[src/rtl/sram_port_arbiter.sv]
// sram_port_arbiter: two-requester round-robin front end for a single-port,
// synchronous-read memory macro, with a clear sweep that overwrites every
// location with CLR_VAL.
module sram_port_arbiter #(
   parameter int            AW      = 4,
   parameter int            DW      = 8,
   parameter logic [DW-1:0] CLR_VAL = '0
) (
   input  logic          clk,
   input  logic          rst,
   // requester A
   input  logic          req_a,
   input  logic          we_a,
   input  logic [AW-1:0] adr_a,
   input  logic [DW-1:0] wdat_a,
   output logic          gnt_a,
   output logic          rvalid_a,
   // requester B
   input  logic          req_b,
   input  logic          we_b,
   input  logic [AW-1:0] adr_b,
   input  logic [DW-1:0] wdat_b,
   output logic          gnt_b,
   output logic          rvalid_b,
   // shared read return
   output logic [DW-1:0] rdata,
   // clear sequencer
   input  logic          clr,
   output logic          busy,
   output logic          clr_done,
   // memory macro
   output logic [AW-1:0] mem_adr,
   output logic [DW-1:0] mem_dat_w,
   output logic          mem_we,
   input  logic [DW-1:0] mem_dat_r
);

   typedef enum logic {RUN, CLEAR} state_e;
   typedef enum logic {PRI_A, PRI_B} pri_e;

   localparam logic [AW-1:0] CNT_LAST = '1;

   state_e        state_q, state_d;
   pri_e          pri_q, pri_d;
   logic [AW-1:0] cnt_q, cnt_d;
   logic          rv_a_q, rv_b_q;
   logic          done_q;

   // State register: FSM state, sweep counter, priority pointer, read tags
   // and the clear-done pulse.
   always_ff @(posedge clk or negedge rst) begin
      if (!rst) begin
         state_q <= RUN;
         cnt_q   <= '0;
         pri_q   <= PRI_A;
         rv_a_q  <= 1'b0;
         rv_b_q  <= 1'b0;
         done_q  <= 1'b0;
      end else begin
         // NOTE: non-blocking assignments so every register samples the
         // pre-edge values, independent of statement order.
         state_q <= state_d;
         cnt_q   <= cnt_d;
         pri_q   <= pri_d;
         // A read tag is set only by a granted read; it is never flushed.
         rv_a_q  <= gnt_a & ~we_a;
         rv_b_q  <= gnt_b & ~we_b;
         done_q  <= (state_q == CLEAR) && (cnt_q == CNT_LAST);
      end
   end

   // Next-state logic: enter CLEAR on clr, step the sweep, rotate priority.
   always_comb begin
      // NOTE: defaults first so every path assigns every variable and no
      // latch is inferred.
      state_d = state_q;
      cnt_d   = cnt_q;
      pri_d   = pri_q;
      unique case (state_q)
         RUN: begin
            if (clr) begin
               state_d = CLEAR;
               cnt_d   = '0;
            end else if (gnt_a) begin
               pri_d = PRI_B;
            end else if (gnt_b) begin
               pri_d = PRI_A;
            end
         end
         CLEAR: begin
            cnt_d = cnt_q + 1'b1;
            if (cnt_q == CNT_LAST) state_d = RUN;
         end
         default: state_d = RUN;
      endcase
   end

   // Output logic: arbitration and memory-port mux; clr blocks all grants.
   always_comb begin
      gnt_a     = 1'b0;
      gnt_b     = 1'b0;
      busy      = 1'b0;
      mem_we    = 1'b0;
      mem_adr   = '0;
      mem_dat_w = '0;
      unique case (state_q)
         RUN: begin
            if (!clr) begin
               if (req_a && (!req_b || pri_q == PRI_A)) begin
                  gnt_a     = 1'b1;
                  mem_we    = we_a;
                  mem_adr   = adr_a;
                  mem_dat_w = wdat_a;
               end else if (req_b) begin
                  gnt_b     = 1'b1;
                  mem_we    = we_b;
                  mem_adr   = adr_b;
                  mem_dat_w = wdat_b;
               end
            end
         end
         CLEAR: begin
            busy      = 1'b1;
            mem_we    = 1'b1;
            mem_adr   = cnt_q;
            mem_dat_w = CLR_VAL;
         end
         default: ;
      endcase
   end

   assign rvalid_a = rv_a_q;
   assign rvalid_b = rv_b_q;
   assign clr_done = done_q;
   assign rdata    = mem_dat_r;

endmodule

[config.mk]
export PLATFORM = sky130hd
export DESIGN_NAME = sram_port_arbiter
export DESIGN_NICKNAME = d
export VERILOG_FILES = /design/src/rtl/sram_port_arbiter.sv
export SDC_FILE = /design/constraint.sdc
export NUM_CORES = 1
export LEC_CHECK = 0
export BUFFER_PORTS_ARGS = -buffer_cell sky130_fd_sc_hd__buf_2
export CAP_MARGIN = 10
export CORE_UTILIZATION = 39
export CTS_BUF_LIST = sky130_fd_sc_hd__clkbuf_4
export CTS_CLUSTER_DIAMETER = 120
export DETAILED_ROUTE_END_ITERATION = 10
export GPL_TIMING_DRIVEN = 0
export PLACE_DENSITY_LB_ADDON = 0.25
export SETUP_SLACK_MARGIN = 0.3
export SLEW_MARGIN = 20
export SYNTH_ARGS = -nofsm -noshare
export SYNTH_HDL_FRONTEND = slang
export SYNTH_SLANG_ARGS = --single-unit
[constraint.sdc]
create_clock -name clk -period 3.38 [get_ports clk]
set_input_delay 0.169 -clock clk [delete_from_list [all_inputs] [get_ports clk]]
set_output_delay 0.169 -clock clk [all_outputs]
set_load 0.03 [all_outputs]
### After elaboration in Yosys (flattened, before gate mapping)

Cells that the tools add are included.

* flip-flop bits (word level): 9
* bits in latches: 0
* bits in writable memories: 0
* bits in read-only memories: 0
* input bits: 39
* output and inout bits: 27
* word-level logic and storage cells: 49
* memories kept: 0

* $add $sub $neg: 1
* multiply operators: 0
* divide/modulo/power cells: 0
* $lt $le $gt $ge: 0
* equal/unequal tests: 2
* shift-type cells: 0
* muxes and demuxes: 27
* bitwise gates (word level): 7
* reductions and logical operators: 6

Operators with widths (number)
* $mux W8: 3
* $mux W4: 4
* $pmux W4 S2: 2
* $pmux W8 S2: 1
* $mux W1: 15
* $not A1 Y1: 5
* $add A4 B1 Y4 const B: 1
* $eq A4 B4 Y1 const B: 1
* $pmux W1 S2: 2
* $reduce_and A3 Y1: 1
* $and A1 B1 Y1: 2
* $logic_and A1 B1 Y1: 2
* $ne A2 B2 Y1 const B: 1
* $reduce_bool A2 Y1: 1
* $logic_not A1 Y1: 1
* $logic_or A1 B1 Y1: 1

### Depth between registers and ports, before layout

Gate-level depths: netlist (run 1).

* depth after elaboration: 8
* depth in mapped cells: 5
* gate-level depth less buffers: 4

### Least setup slack after synthesis (run 1)

No wires, ideal clock.

* path kind: register -> output
* from: reg state_q
* to: out mem_dat_w[0]
* arrival: 1.451 ns
* required time: 3.211 ns
* path slack: 1.760 ns
* cell stages (with the launch flop): 6
* path buffers: 2
* cells stage by stage: dfrtp_1 > nor2_4 > and3_4 > buf_6 > buf_6 > a22o_1

* word-level cells in the longest chain between the ends: 2

RTL lines
* start: declaration: RTL line 43 `state_e state_q, state_d;`
* start signal: assignment: RTL line 62 `state_q <= state_d;`
* $not A1 Y1 (no line)
* $pmux W8 S2 (*): RTL line 106 `unique case (state_q)`
* end: declaration: RTL line 33 `output logic [DW-1:0] mem_dat_w,`

Mark *: on every way between the ends. The rest lies on a longest branch, timed or not.

### Worst setup path in the final report (run 1)

* from: reg state_q
* to: out mem_dat_w[4]

The elaborated chain is that of the path after synthesis.

==> results of run 1 <==
[per-stage QoR]
step	hold slack, ps	power, mW
final	204.2	0.6372
after global routing	195.2	0.6844
after CTS	197.1	0.6408
after detailed placement	32.26	0.5518
after global placement	27.05	0.5438
after floorplan	-126.6	0.4595
[registers in the layout, indices dropped and copies added (netlist names)]
name	flops
clr_done	1
cnt_q	4
pri_q	1
rvalid_a	1
rvalid_b	1
state_q	1
[cells in the final DEF, fill, tap and decap left out]
cell type	netlist	final
a31oi_1	1	1
o21ai_0	2	2
xnor2_1	1	1
nand3_1	1	1
dlygate4sd3_1	0	1
mux2_2	1	1
dfrtp_1	9	9
and2b_1	2	2
buf_8	1	1
nor2_1	2	2
clkbuf_4	0	3
and2_4	1	1
ha_1	1	1
a21boi_1	1	1
clkinv_2	0	1
nand2b_4	1	1
buf_2	1	58
a221o_1	4	4
nor2_4	1	1
nand4_1	1	1
nor2b_1	1	1
buf_4	8	8
a21oi_1	1	1
nand2_1	2	2
inv_1	1	1
buf_6	2	2
a22o_1	10	10
and2_1	4	4
and3_1	1	1
and3_4	1	1
[repair_timing]
action	CTS	global route
hold buffers	1	0
gates resized for setup	0	0
setup buffers	0	0
endpoints found under the hold margin	9	0
[report_power, final]
| group | internal [mW] | leakage (nW) | switching [mW] | total, mW |
|---|---|---|---|---|
| combinational | 0.164 | 0.441 | 0.205 | 0.369 |
| sequential | 0.146 | 0.111 | 0.0355 | 0.182 |
| clock | 0.0438 | 0.0177 | 0.0427 | 0.0865 |
| total | 0.354 | 0.570 | 0.283 | 0.637 |
[routing by layer]
layer / part of all wire (%) / vias up / wire (microns) / global-route usage, %
met5: 0 / - / 0 / 0
met4: 0 / 0 / 0 / 5.000
met3: 6.9 / 0 / 110 / 4.310
met2: 52 / 31 / 830 / 33.64
met1: 41 / 320 / 661 / 23.51
li1: - / 343 / - / -
[worst min path at each step]
stage,startpoint,to,slack (ps),depth (start not counted)
2_1_floorplan,rst,clr_done,-130,0
3_3_place_gp,rst,cnt_q[0],30,1
3_5_place_dp,rst,cnt_q[0],30,1
4_1_cts,we_a,rvalid_a,200,2
5_1_grt,we_a,rvalid_a,200,2
6_report,we_b,rvalid_b,200,2
[cell type report]
cell class	instances	area, sq um
fill	146	536.8
multi-input combinational	40	312.8
timing repair buffer	58	295.3
sequential	9	225.2
buffer	12	102.6
clock buffer	3	22.52
tap	16	20.02
clock inverter	1	5.005
inverter	1	3.754
[kinds of logic (layout without fill, tap and decap cells)]
| group | Yosys count | in the layout | share of synthesized area [%] |
|---|---|---|---|
| buf+inv | 13 | 75 | 16.50 |
| xor+xnor | 1 | 1 | 1.359 |
| mux | 1 | 1 | 1.747 |
| compound gates | 19 | 19 | 24.27 |
| fa+ha+maj | 1 | 1 | 1.941 |
| flops | 9 | 9 | 34.95 |
| simple gates | 18 | 18 | 19.22 |
==> impl_metrics.tcl, run 1 <==
set metrics [dict create \
    outcome "finished, final reports clean" \
    fin_tns_setup_ps 0 \
    io_buffers 57 \
    ys_types 27 \
    synth_most_common_cell "a22o_1" \
    setup_viol_count_final 0 \
    path_buf_inv 3 \
    cp_common_cell "buf_6" \
    initial_utilization_pct 42.28 \
    path_cells "nor2_4 -> and3_4 -> buf_6 -> buf_6 -> a22o_1 -> buf_2" \
    ant_nets 0 \
    worstReg2RegEnd "rvalid_b" \
    timing.final.ws_setup_ps 1592 \
    syn_area_per_cell_sq_um 10.39 \
    h-tree-depth 1 \
    grt_pass1_wl_mm 2.725 \
    die_x_microns 42.65 \
    worstPathMaxFanout 10 \
    cp.required_ps 3210 \
    tightest_slew_ps 210.2 \
    vias 694 \
    design_area_sq_um 987.2 \
    crit_family "buffers and inverters" \
    finalMaxSlewViolations 0 \
    crit_type "flop to output pin" \
    r2r_start "state_q" \
    drt-initial-drc-count 9 \
    dr.pass1.iters 4 \
    synth_common_cells "a22o_1 (10), dfrtp_1 (9), buf_4 (8), a221o_1 (4), and2_1 (4)" \
    rows 14 \
    placed_area_sq_um 949.7 \
    finalHoldViolations 0 \
    worst-r2r-setup-slack_ps 2140 \
    synthesis.nets 102 \
    drt-total-wl_mm 1.601 \
    ios 66 \
    yosysTopAreaCellShare_pct 34.95 \
    cts.clk_slew.worst_paths_ps 70 \
    p_per_area_nw_per_um2 645.4 \
    synth-edff-count 0 \
    synth_seq_area_share_pct 34.95 \
    post-place-cells 135 \
    critPathLaunchType "flop" \
    min_period_ps 1788 \
    antenna_found_initial 0 \
    cp-endpoint "mem_dat_w[4]" \
    vias_per_cell 4.957 \
    synth-warning-count 0 \
    fin_crit_sh_pct 52.89 \
    synthFlopType "dfrtp_1" \
    finalCoreUtilization_pct 64.78 \
    grt_pass1_vias 656 \
    grt.total_usage_pct 19.25 \
    ff2ff_path_depth 5 \
    skew_ps 4.854 \
    cts_tree "done" \
    die_h_microns 42.65 \
    syn_inst 62 \
    antennaDiodeCount 0 \
    max-vdd-ir-drop_mv 0.4131 \
    hp-class "input pin to flop" \
    cts_buffers 3 \
    cp_slowest_cell "dfrtp_1" \
    arrival_ps 1620 \
    pre_cts_ws_ps 1862 \
    rsz0062_at_grt "false" \
    insertion_delay_ps 270 \
    area_delta_synth_final_pct 53.20 \
    synth.area.top_cells "dfrtp_1 (35%), a22o_1 (14%), buf_4 (9.3%)" \
    netlist_area_sq_um 644.4 \
    cts.sinks 9 \
    endpoint_kind "output pin" \
    yosysTopAreaCell "dfrtp_1" \
    fmax_mhz 559.4 \
    cts_buffer_depth 2 \
    dieArea_sq_um 1819 \
    core_sq_um 1524 \
    leakage_nw 0.5702 \
    ys_ff_latch 9 \
    route.detailed.drc 0 \
    finalNetCount 165 \
    drive_gt1_share_pct 62.90 \
    place.gp.congestion 0.7009 \
    crit_start "state_q" \
    crit_cells 6 \
    max-cap-violations 0 \
    crit_path_max_incr_delay_ps 420 \
    cts-root-buf "clkbuf_4" \
    post_drt_wl_per_cell_microns 11.44 \
    grt_max_degree 11 \
    synth_async_sr_flop_share_pct 100.0 \
    stdcell_count 140 \
    grt_overflow 0 \
    slew_headroom_pct 85.99 \
]
No activity file was read; power rests on OpenSTA's default activity.
==> run 2: changes to the inputs <==
Settings changed: CORE_UTILIZATION 39 to 36.
Clock period 3.38 ns to 1.65 ns, I/O delays scaled along.
==> impl_metrics.tcl, run 2 (same netlist as run 1, synthesis figures left out) <==
set metrics [dict create \
    p_total_mw 1.542 \
    ios 66 \
    critPathLaunchType "flop" \
    crit_cells 6 \
    cts_buffers 3 \
    outcome "finished, final reports clean" \
    antenna_found_initial 0 \
    cp_slowest_cell "dfrtp_1" \
    insertion_delay_ps 260 \
    core_sq_um 1594 \
    grt_busiest_layer "met2" \
    rsz0062_at_grt "true" \
    cp_common_cell "buf_6" \
    tightest_slew_ps 204.4 \
    multi_input_area_sq_um 374.1 \
    cp-endpoint "mem_dat_w[5]" \
    regMostFlops "cnt_q" \
    arrival_ps 1560 \
    cp.required_ps 1570 \
    worstReg2RegEnd "rvalid_b" \
    max-vdd-ir-drop_mv 0.8605 \
    fmax_mhz 608.2 \
    worst-r2r-setup-slack_ps 330 \
    post_drt_wl_per_cell_microns 13.17 \
    dieArea_sq_um 1963 \
    drt-total-wl_mm 2.054 \
    grt_pass1_wl_mm 2.787 \
    grt_pass1_vias 688 \
    finalHoldViolations 0 \
    hpwl_mm 1.277 \
    cts.sinks 9 \
    grt_max_degree 11 \
    p_per_area_nw_per_um2 1242 \
    ant_nets 0 \
    crit_path_max_incr_delay_ps 390 \
    dr.pass1.iters 4 \
    skew_ps 5.109 \
    io_buffers 57 \
    h-tree-depth 1 \
    finalCoreUtilization_pct 77.87 \
    path_cells "nand2b_4 -> and3_4 -> buf_6 -> buf_6 -> a22o_4 -> buf_6" \
    slew_headroom_pct 86.38 \
    crit_family "flip-flops" \
    num-fill-cells 111 \
    cts.clk_slew.worst_paths_ps 60 \
    vias 760 \
    r2r_start "pri_q" \
    worstPathMaxFanout 7 \
    vias_per_cell 4.872 \
    max-cap-violations 0 \
    grt_util_met3_pct 2.857 \
    antennaDiodeCount 0 \
    hp-class "input pin to flop" \
    final_common_cell "buf_2" \
    finalNetCount 173 \
    hold-worst-slack_ps 105.5 \
    path_buf_inv 3 \
    grt_use_met2_pct 40.88 \
    fin_crit_sh_pct 99.64 \
    initial_utilization_pct 40.42 \
    setup_viol_count_final 0 \
    leakage_nw 0.6661 \
    place.gp.congestion 0.7281 \
    largest_register_ffs 4 \
    die_h_microns 44.31 \
    rows 14 \
    min_from "we_b" \
    crit_start "pri_q" \
    endpoint_kind "output pin" \
    grt_overflow 0 \
    finalMaxSlewViolations 0 \
    gr-usage-met1_pct 19.02 \
    layout_common_cells "buf_2 (43), buf_6 (19), buf_4 (13), dfrtp_1 (8)" \
    cts_tree "done" \
    cts-root-buf "clkbuf_4" \
    drt-initial-drc-count 4 \
    cts_buffer_depth 2 \
    crit_type "flop to output pin" \
    drive_gt1_share_pct 74.24 \
    area_delta_synth_final_pct 92.62 \
    min_period_ps 1644 \
    regArea_sq_um 226.5 \
    die_x_microns 44.31 \
    grt.total_usage_pct 20.02 \
    ff2ff_path_depth 6 \
    route.detailed.drc 0 \
]
==> run 2: cell count changes in the layout (fill, tap and decap cells not counted), moves of 4 or more <==
cell    previous run  this run
a22o_1            10         2
a22o_2             0         4
a22o_4             0         4
buf_2             58        43
buf_4              8        13
buf_6              2        19
==> run 2: how the worst min path moves through the flow <==
stage | end | slack (ps) | cells after the start
after floorplan | clr_done | -210 | 0
after detailed placement | cnt_q[0] | -60 | 1
final | rvalid_b | 110 | 2
after CTS | rvalid_b | 100 | 2
after global placement | clr_done | -60 | 1
after global routing | rvalid_b | 120 | 2
==> run 2: repair_timing <==
item / 4_1_cts / 5_1_grt
resized for setup: 32 / 8
setup endpoints to repair: 14 / 15
cloned: 1 / 1
hold buffers: 1 / 0
pin swaps: 2 / 5
hold endpoints to repair: 9 / 0
buffers inserted: 4 / 2
==> run 2: worst register-to-register path: stages (launching register included) <==
cell	delay, ps
dfrtp_1	390
nand2b_4	150
and3_4	150
buf_6	130
buf_6	120
buf_4	130
and2b_1	140
==> run 2: routing by layer <==
metal	part of all wire (%)	vias up	wire, microns
met4	1.7	0	35
met3	6.7	4	138
li1	-	364	-
met1	37	345	768
met2	54	47	1112
met5	0	-	0
==> run 2: final cells by class <==
cell class / count / area share (%)
Buffer: 12 / 8.266
Clock buffer: 4 / 2.419
Timing Repair Buffer: 66 / 38.21
Sequential cell: 9 / 18.25
Inverter: 1 / 0.3024
Tap cell: 24 / 2.419
Multi-Input combinational cell: 40 / 30.14
==> run 2: report_power, final <==
| group | switching [mW] | internal, mW | total [mW] |
|---|---|---|---|
| Combinational | 0.480 | 0.504 | 0.985 |
| Clock | 0.0764 | 0.110 | 0.186 |
| Sequential | 0.0700 | 0.302 | 0.372 |
==> run 2: metrics by stage <==
step | std cells | setup TNS [ps] | setup WS [ps] | area (sq um)
finish | 156 | 0 | 5.870 | 1241
global route | 156 | -163.7 | -23.59 | 1241
CTS | 153 | 0 | 36.30 | 1162
detailed placement | 143 | 0 | 224.5 | 970.9
global placement | 143 | 0 | 228.3 | 970.9
floorplan | 62 | 0 | 248.0 | 655.6
==> run 3: changes to the inputs <==
--- a/config.mk
+++ b/config.mk
@@ -8,5 +8,5 @@
 export BUFFER_PORTS_ARGS = -buffer_cell sky130_fd_sc_hd__buf_2
 export CAP_MARGIN = 10
-export CORE_UTILIZATION = 36
+export CORE_UTILIZATION = 32
 export CTS_BUF_LIST = sky130_fd_sc_hd__clkbuf_4
 export CTS_CLUSTER_DIAMETER = 120
==> constraint.sdc (replaced) <==
create_clock -name clk -period 1.5 [get_ports clk]
set_input_delay 0.3 -clock clk [delete_from_list [all_inputs] [get_ports clk]]
set_output_delay 0.3 -clock clk [all_outputs]
set_load 0.03 [all_outputs]
==> impl_metrics.tcl, run 3 (same netlist as run 1, synthesis figures left out) <==
set metrics [dict create \
    worstPathMaxFanout 8 \
    drive_gt1_share_pct 77.27 \
    cts-root-buf "clkbuf_4" \
    cts_buffer_depth 2 \
    initial_utilization_pct 35.76 \
    post_drt_wl_per_cell_microns 13.40 \
    place.gp.congestion 0.6487 \
    largest_register_ffs 4 \
    hold-worst-slack_ps 328.5 \
    clkPwrFrac_pct 12.0 \
    grt_pass1_wl_mm 2.829 \
    route.detailed.drc 0 \
    skew_ps 7.245 \
    tightest_slew_ps 202.2 \
    leakage_nw 0.6889 \
    insertion_delay_ps 260 \
    arrival_ps 1590 \
    die_x_microns 46.88 \
    io_buffers 57 \
    die_h_microns 46.88 \
    ff2ff_path_depth 8 \
    setup_viol_count_final 16 \
    worst-r2r-setup-slack_ps -40 \
    stdcell_count 157 \
    grt_busiest_layer "met2" \
    r2r_start "pri_q" \
    design_area_sq_um 1281 \
    grt_overflow 0 \
    p_switching_mw 0.7021 \
    switching_share_pct 40.28 \
    crit_type "flop to output pin" \
    max-vdd-ir-drop_mv 1.124 \
    cp.required_ps 1200 \
    grt_pass1_vias 686 \
    p_comb_share_pct 64.3 \
    cts.clk_slew.worst_paths_ps 70 \
    whs_path_depth 2 \
    worstReg2RegEnd "rvalid_b" \
    vias_per_cell 4.732 \
    timing.final.ws_setup_ps -386.1 \
    p_int_mw 1.041 \
    cts.sinks 9 \
    violations "negative setup slack" \
    cts_buffers 3 \
    multi_input_area_sq_um 389.1 \
    grt_util_met3_pct 5.769 \
    dr.pass1.iters 4 \
    drt-initial-drc-count 6 \
    hpwl_mm 1.410 \
    core_sq_um 1802 \
    final_common_cell "buf_2" \
    slew_headroom_pct 86.52 \
    finalMaxSlewViolations 0 \
    min_period_ps 1886 \
    grt_use_met2_pct 34.17 \
    max-cap-violations 0 \
    fin_tns_setup_ps -5063 \
    fin_crit_sh_pct 125.7 \
    grt_max_degree 11 \
    ios 66 \
    hp-class "input pin to flop" \
    vias 743 \
    antennaDiodeCount 0 \
    dieArea_sq_um 2197 \
    rsz0062_at_grt "true" \
    pre_cts_ws_ps -154.8 \
    cp-endpoint "mem_dat_w[0]" \
    crit_start "pri_q" \
    endpoint_kind "output pin" \
    num-fill-cells 149 \
    drt-total-wl_mm 2.104 \
    layout_common_cells "buf_2 (42), buf_6 (18), buf_4 (13), dfrtp_1 (8), a22o_4 (7)" \
    ant_nets 0 \
    grt.total_usage_pct 18.28 \
    finalNetCount 173 \
    antenna_found_initial 0 \
    p_total_mw 1.743 \
    cts_tree "done" \
    p_per_area_nw_per_um2 1360 \
    finalHoldViolations 0 \
    regMostFlops "cnt_q" \
    h-tree-depth 1 \
    regArea_sq_um 226.5 \
    fmax_mhz 530.2 \
    rows 15 \
    placed_area_sq_um 1046 \
    gr-usage-met1_pct 19.86 \
    outcome "finished, violations left" \
    post-place-cells 144 \
    critPathLaunchType "flop" \
    seq_power_share_pct 23.8 \
    finalCoreUtilization_pct 71.11 \
    area_delta_synth_final_pct 98.84 \
]
## run 3: cell types whose count changed in the layout (fill, tap and decap cells not counted), moves of 2 or more
cell | before | now
a221o_1 | 4 | 0
a221o_2 | 0 | 4
a22o_2 | 4 | 1
a22o_4 | 4 | 7
buf_12 | 0 | 2
## run 3: timing repair
item,in CTS,in global routing
hold endpoints to repair,9,0
gates cloned,0,1
setup endpoints to repair,17,18
setup buffers,5,2
gates resized for setup,32,5
pin swaps,5,1
hold buffers,1,0
## run 3: critical path: stages, from the launching register on
cell and delay [ps]:
dfrtp_1 400, nand2b_4 150, and3_4 160, buf_6 120, buf_12 140, a22o_4 210
buf_6 140
## run 3: power groups by stage
stage | Combinational [mW] | Clock [mW] | Sequential, mW
3_5_place_dp | 0.885 | 0 | 0.415
2_1_floorplan | 0.656 | 0 | 0.425
3_3_place_gp | 0.865 | 0 | 0.408
4_1_cts | 1.07 | 0.213 | 0.410
5_1_grt | 1.20 | 0.226 | 0.429
6_report | 1.12 | 0.208 | 0.414
## run 3: worst min-delay path by stage
stage	to	startpoint	slack (ps)
2_1_floorplan	clr_done	rst	4
4_1_cts	rvalid_b	we_b	320
6_report	rvalid_b	we_b	330
3_5_place_dp	clr_done	rst	160
5_1_grt	rvalid_b	we_b	330
3_3_place_gp	clr_done	rst	160
## run 3: final cells by class
class / instances / share of cell area, %
Timing Repair Buffer: 66 / 37.60
Multi-Input combinational cell: 40 / 30.37
Sequential cell: 9 / 17.68
Buffer: 12 / 9.277
Tap cell: 25 / 2.441
Clock buffer: 4 / 2.344
Inverter: 1 / 0.2930
## run 3: routing by layer
metal	share of wire [%]	wire (microns)
met4	1.2	25
met1	38	804
met3	7.5	158
met5	0	0
met2	53	1115
